File: config.mk
export PLATFORM = sky130hd
export DESIGN_NAME = smpc_pad_scan
export DESIGN_NICKNAME = d
export VERILOG_FILES = /design/src/rtl/smpc_pad_scan.sv
export SDC_FILE = /design/constraint.sdc
export NUM_CORES = 1
export LEC_CHECK = 0
export CAP_MARGIN = 0
export CORE_AREA = 2 2 68 70
export CTS_CLUSTER_SIZE = 20
export DETAILED_ROUTE_END_ITERATION = 8
export DIE_AREA = 0 0 70 72
export GPL_ROUTABILITY_DRIVEN = 1
export PLACE_DENSITY_LB_ADDON = 0.05
export SYNTH_ARGS = -nofsm -noshare
export SYNTH_HDL_FRONTEND = slang
export SYNTH_SLANG_ARGS = --single-unit
File: constraint.sdc
create_clock -name CLK -period 4.5 [get_ports CLK]
set_input_delay 0.675 -clock CLK [delete_from_list [all_inputs] [get_ports CLK]]
set_output_delay 0.675 -clock CLK [all_outputs]
set_load 0.01 [all_outputs]
File: src/rtl/smpc_pad_scan.sv
// smpc_pad_scan
// Controller-port scanner feeding the SMPC INTBACK peripheral-data path.
// On a START pulse it walks the TH/TR select lines through four phases,
// samples one data nibble per phase after a settle delay, decides whether a
// standard digital pad is attached, and then emits the INTBACK peripheral
// byte stream over a valid/ready byte interface.
//
// Ports:
//   CLK        system clock
//   RST        synchronous active-high reset
//   CE         clock enable for scan timing (DRIVE/SETTLE/SAMPLE)
//   START      one-CLK scan request, ignored while BUSY
//   BUSY       high from accepted START until the last byte transfers
//   PI[6:0]    port pins: [3:0]=D3..D0, [4]=TL, [5]=TR, [6]=TH
//   PO[6:0]    port pin output values (only TH/TR ever non-zero)
//   PDDR[6:0]  port direction, 1=driven (TH/TR only)
//   BYTE_DO    stream byte
//   BYTE_VALID stream byte valid
//   BYTE_READY consumer accepts the byte
//   BYTE_LAST  marks the final byte of the stream
module smpc_pad_scan #(
  parameter int SETTLE_CYC = 8
) (
  input  logic       CLK,
  input  logic       RST,
  input  logic       CE,
  input  logic       START,
  output logic       BUSY,
  input  logic [6:0] PI,
  output logic [6:0] PO,
  output logic [6:0] PDDR,
  output logic [7:0] BYTE_DO,
  output logic       BYTE_VALID,
  input  logic       BYTE_READY,
  output logic       BYTE_LAST
);

  typedef enum logic [2:0] {
    IDLE,
    DRIVE,
    SETTLE,
    SAMPLE,
    EMIT
  } state_t;

  localparam logic [7:0] SETTLE_LOAD = 8'(SETTLE_CYC);

  state_t     state, state_n;
  logic [1:0] phase, phase_n;
  logic [7:0] cnt, cnt_n;
  logic [1:0] sel, sel_n;
  logic [3:0] n0, n1, n2, n3;
  logic [3:0] n0_n, n1_n, n2_n, n3_n;
  logic [1:0] byte_idx, byte_idx_n;
  logic       busy, busy_n;
  logic       valid, valid_n;
  logic       last, last_n;
  logic [7:0] do_r, do_n;

  logic       present;
  logic [7:0] stream_byte;
  logic       stream_last;

  // TH, TL and TR are inputs the scanner drives or ignores itself; the data
  // path only looks at D3..D0.
  logic unused_pins;
  assign unused_pins = ^PI[6:4];

  // A standard pad identifies itself through the low three bits of the
  // fourth nibble. Everything is active-low and passed through untouched.
  always_comb begin
    present     = (n3[2:0] == 3'b100);
    stream_byte = 8'h00;
    stream_last = 1'b0;
    if (!present) begin
      stream_byte = 8'hF0;
      stream_last = 1'b1;
    end else begin
      case (byte_idx)
        2'd0:    stream_byte = 8'hF1;
        2'd1:    stream_byte = 8'h02;
        2'd2:    stream_byte = {n2, n1};
        default: begin
          stream_byte = {n0, n3[3], 3'b111};
          stream_last = 1'b1;
        end
      endcase
    end
  end

  // Next-state logic. Scan timing (DRIVE/SETTLE/SAMPLE) only moves on CE,
  // whereas START capture and the byte handshake run on every CLK. In EMIT
  // a byte is loaded on one edge and retired on a later edge, which leaves
  // one idle cycle between consecutive bytes.
  always_comb begin
    state_n    = state;
    phase_n    = phase;
    cnt_n      = cnt;
    sel_n      = sel;
    n0_n       = n0;
    n1_n       = n1;
    n2_n       = n2;
    n3_n       = n3;
    byte_idx_n = byte_idx;
    busy_n     = busy;
    valid_n    = valid;
    last_n     = last;
    do_n       = do_r;

    case (state)
      IDLE: begin
        if (START) begin
          state_n    = DRIVE;
          busy_n     = 1'b1;
          phase_n    = 2'd0;
          byte_idx_n = 2'd0;
        end
      end

      DRIVE: begin
        if (CE) begin
          sel_n   = phase;
          cnt_n   = SETTLE_LOAD;
          state_n = SETTLE;
        end
      end

      SETTLE: begin
        if (CE) begin
          cnt_n = cnt - 8'd1;
          if (cnt == 8'd1) begin
            state_n = SAMPLE;
          end
        end
      end

      SAMPLE: begin
        if (CE) begin
          case (phase)
            2'd0:    n0_n = PI[3:0];
            2'd1:    n1_n = PI[3:0];
            2'd2:    n2_n = PI[3:0];
            default: n3_n = PI[3:0];
          endcase
          if (phase != 2'd3) begin
            phase_n = phase + 2'd1;
            state_n = DRIVE;
          end else begin
            sel_n   = 2'b11;
            state_n = EMIT;
          end
        end
      end

      EMIT: begin
        if (!valid) begin
          valid_n = 1'b1;
          do_n    = stream_byte;
          last_n  = stream_last;
        end else if (BYTE_READY) begin
          valid_n = 1'b0;
          if (last) begin
            last_n  = 1'b0;
            busy_n  = 1'b0;
            state_n = IDLE;
          end else begin
            byte_idx_n = byte_idx + 2'd1;
          end
        end
      end

      default: begin
        state_n = IDLE;
      end
    endcase
  end

  // State register; reset abandons any scan or stream in progress.
  always_ff @(posedge CLK) begin
    if (RST) begin
      state    <= IDLE;
      phase    <= 2'd0;
      cnt      <= 8'd0;
      sel      <= 2'b11;
      n0       <= 4'hF;
      n1       <= 4'hF;
      n2       <= 4'hF;
      n3       <= 4'hF;
      byte_idx <= 2'd0;
      busy     <= 1'b0;
      valid    <= 1'b0;
      last     <= 1'b0;
      do_r     <= 8'h00;
    end else begin
      state    <= state_n;
      phase    <= phase_n;
      cnt      <= cnt_n;
      sel      <= sel_n;
      n0       <= n0_n;
      n1       <= n1_n;
      n2       <= n2_n;
      n3       <= n3_n;
      byte_idx <= byte_idx_n;
      busy     <= busy_n;
      valid    <= valid_n;
      last     <= last_n;
      do_r     <= do_n;
    end
  end

  assign PO         = {sel, 5'b00000};
  assign PDDR       = 7'h60;
  assign BUSY       = busy;
  assign BYTE_DO    = do_r;
  assign BYTE_VALID = valid;
  assign BYTE_LAST  = last;

endmodule

==> results.yml <==
run_status:
  outcome: "completed"
route:
  drt-initial-drc-count: 109
  highest_layer: "met4"
  vias_per_cell: 5.783
  firstDrtPassIters: 4
  wl_per_cell_microns: 14.77
  wl_met2_mm: 2.155
  vias: 1943
  route.met3.wl_microns: 217
  drc: 0
  finalWirelength_mm: 4.964
  wl_met1_mm: 2.532
  ant_nets: 0
sta:
  max-slew-margin-rel_pct: 41.57
  finalCritPeriodShare_pct: 56.77
  rsz0062_at_grt: "false"
  whs_ns: 0.4538
  maxSlewViolCount: 0
  finalCriticalPeriod_ns: 2.554
  setup_viol: 0
  finClkSkew_ns: 0.006746
  layout_setup_ws_ns: 1.946
  final-hold-violation-count: 0
  setup_tns_ns: 0
  worst_pin_slew_ns: 0.8642
  max_freq_mhz: 391.5
clock_network:
  cts_hold_buffers: 0
  postCtsResizedCells: 0
  cts_inserted_buffers: 5
  post_cts_buffers: 0
  ctsLongestPathBuffers: 2
  cts_max_level: 2
  cts_tree: "yes"
  cts.sinks: 44
  clockRootBuffer: "clkbuf_8"
  clk_pin_slew_ns: 0.08
  clock_latency_ns: 0.30
power:
  leakage_nw: 1.022
  netSwitchingFraction_pct: 28.00
  combPwrFrac_pct: 17.4
  power_uw: 911.6
  intPower_uw: 656.3
  clockPowerShare_pct: 33.0
  p_switching_uw: 255.3
  p_seq_share_pct: 49.6
  cellPowerDensity_nw_per_um2: 341.9
  ir_drop_uv: 160.9
layout:
  antennaDiodeCount: 0
  area_delta_synth_final_pct: 10.19
  multi_input_area_sq_um: 1346
  seq_area_sq_um: 880.8
  nFillCells: 394
  nets: 304
  drive_gt1_share_pct: 5.986
  fin_cells: 336
worst_setup_path:
  crit_type: "input port to flip-flop"
  worst_setup_path_end_kind: "flip-flop"
  cp_slowest_cell: "clkdlybuf4s50_1"
  start_kind: "input port"
  crit_family: "simple AND/OR/NAND/NOR gates"
  cp.required_ns: 4.69
  crit_arrival_ns: 2.75
  r2r_start: "state[0]"
  path_depth: 4
  crit_fanout: 24
  max_stage_delay_ns: 0.73
  path_buf_inv: 1
  crit_chain: "clkdlybuf4s50_1, and4b_1, nand2_1, a211o_1"
  reg2reg_depth: 3
  startpoint: "CE"
synth:
  synth_most_common_cell: "dfxtp_1"
  postSynthCellCount: 277
  post_synth.cell_area_avg_sq_um: 8.736
  syn_area_sq_um: 2420
  synth_seq_cells: 44
  synth_adder_area_share_pct: 4.654
  synth_ff_type: "dfxtp_1"
  yosysTopAreaCell: "dfxtp_1"
  synth_top_family_by_area: "simple AND/OR/NAND/NOR gates"
  seq_area_frac_synth_pct: 36.40
  synth-edff-count: 0
  synthArstFlopShare_pct: 0
  yosys.cell_types.count: 52
  synthMuxAreaShare_pct: 1.655
  synth_top_cell_area_share_pct: 36.40
  synth_compound_area_share_pct: 21.35
  synth_area_leaders: "dfxtp_1 (36%), a211o_1 (5.1%), ha_1 (4.7%)"
  yosys.area_share.simple_pct: 25.39
  yosys-top-cells-count: "dfxtp_1 (44), nand2_1 (17), a21oi_1 (16), clkbuf_1 (16)"
  synth_xor_area_share_pct: 0.7239
  yosysWarningCount: 0
placed_design:
  hpwl_mm: 3.360
  dp_cells: 328
  place_ws_ns: 1.652
  io_buffers: 21
  place.gp.congestion: 0.7419
hold_path:
  holdPathStages: 2
  min_path_type: "flip-flop to flip-flop"
  min_from: "BYTE_DO[3]"
floorplanning:
  start_util_pct: 56.75
  die_w_microns: 70
  io_pins: 37
  core_area_sq_um: 4264
  rows: 24
  die_h_microns: 72
  die-area_sq_um: 5040
global_route:
  grt_max_degree: 30
  track_usage_pct: 20.25
  antenna_found_initial: 0
  grt_pass1_vias: 1684
  grt_pass1_wl_mm: 8.169
  globalRouteOverflowTotal: 0
job:
  cap_violations: 0
[per-stage QoR]
step,util (%),cell area [sq um]
after global placement,60.01,2559
final,62.53,2666
after detailed placement,60.01,2559
after floorplan,-,2457
after global routing,62.53,2666
after CTS,62.53,2666
[power groups by stage]
| stage | Sequential (mW) | Clock (mW) | Combinational (mW) |
|---|---|---|---|
| final | 0.452 | 0.301 | 0.159 |
| after global routing | 0.459 | 0.319 | 0.176 |
| after CTS | 0.451 | 0.308 | 0.158 |
| after detailed placement | 0.460 | 0 | 0.157 |
| after global placement | 0.459 | 0 | 0.156 |
| after floorplan | 0.437 | 0 | 0.151 |
[cell families (layout without fill, tap and decap cells)]
family                     after synthesis  count (layout)
AOI/OAI and AO/OA                       71              71
buffers and inverters                   46              43
adders and majority gates                9               9
xor gates and xnor gates                 2               2
and+or+nand+nor                         99              99
other                                    2              12
muxes                                    4               4
DFF                                     44              44
[worst paths after layout]
check | slack (ns) | end
min | 0.45 | BYTE_DO[3]
max | 1.95 | n3[0]
max reg2reg | 2.17 | n3[0]
min reg2reg | 0.45 | BYTE_DO[3]
[worst register-to-register path: stages (launching register included)]
cell	delay [ns]
dfxtp_1	0.84
and4b_1	0.77
nand2_1	0.27
a211o_1	0.34
[routing by layer]
layer	up-vias	track usage [%]
li1	994	-
met3	6	4.306
met4	0	6.624
met2	53	29.21
met5	-	0
met1	890	30.19
[final cells by class]
type                       instances  share of cell area (%)
multi-input combinational        197                   50.49
timing repair buffer              22                   8.165
clock buffer                       6                   2.722
tap                               52                   2.440
sequential                        44                   33.04
inverter                          13                   1.830
clock inverter                     2                   1.314
[registers in the layout, summed over array words and instances, names as in the netlist]
signal	cells
BYTE_LAST	1
BYTE_DO	8
n3	4
n2	4
state	3
phase	2
n1	4
BUSY	1
BYTE_VALID	1
byte_idx	2
sel	2
n0	4
cnt	8
[cell usage in the layout (no fill, tap or decap), drive strengths merged, types with 3 or more instances in the layout]
master and count:
dfxtp 44, clkdlybuf4s50 21, nand2 17, a21oi 17, a211o 14, and3 14
inv 13, conb 12, nor2 10, ha 9, nand3b 8, o21ai 7
nand2b 6, nor4 6, clkbuf 6, a211oi 5, nor2b 5, o21bai 5
a311o 5, or3b 5, a22o 4, mux2i 4, a31oi 4, or3 4
nor3b 3, or4 3
Note: power is estimated with default switching activity, not from simulation.
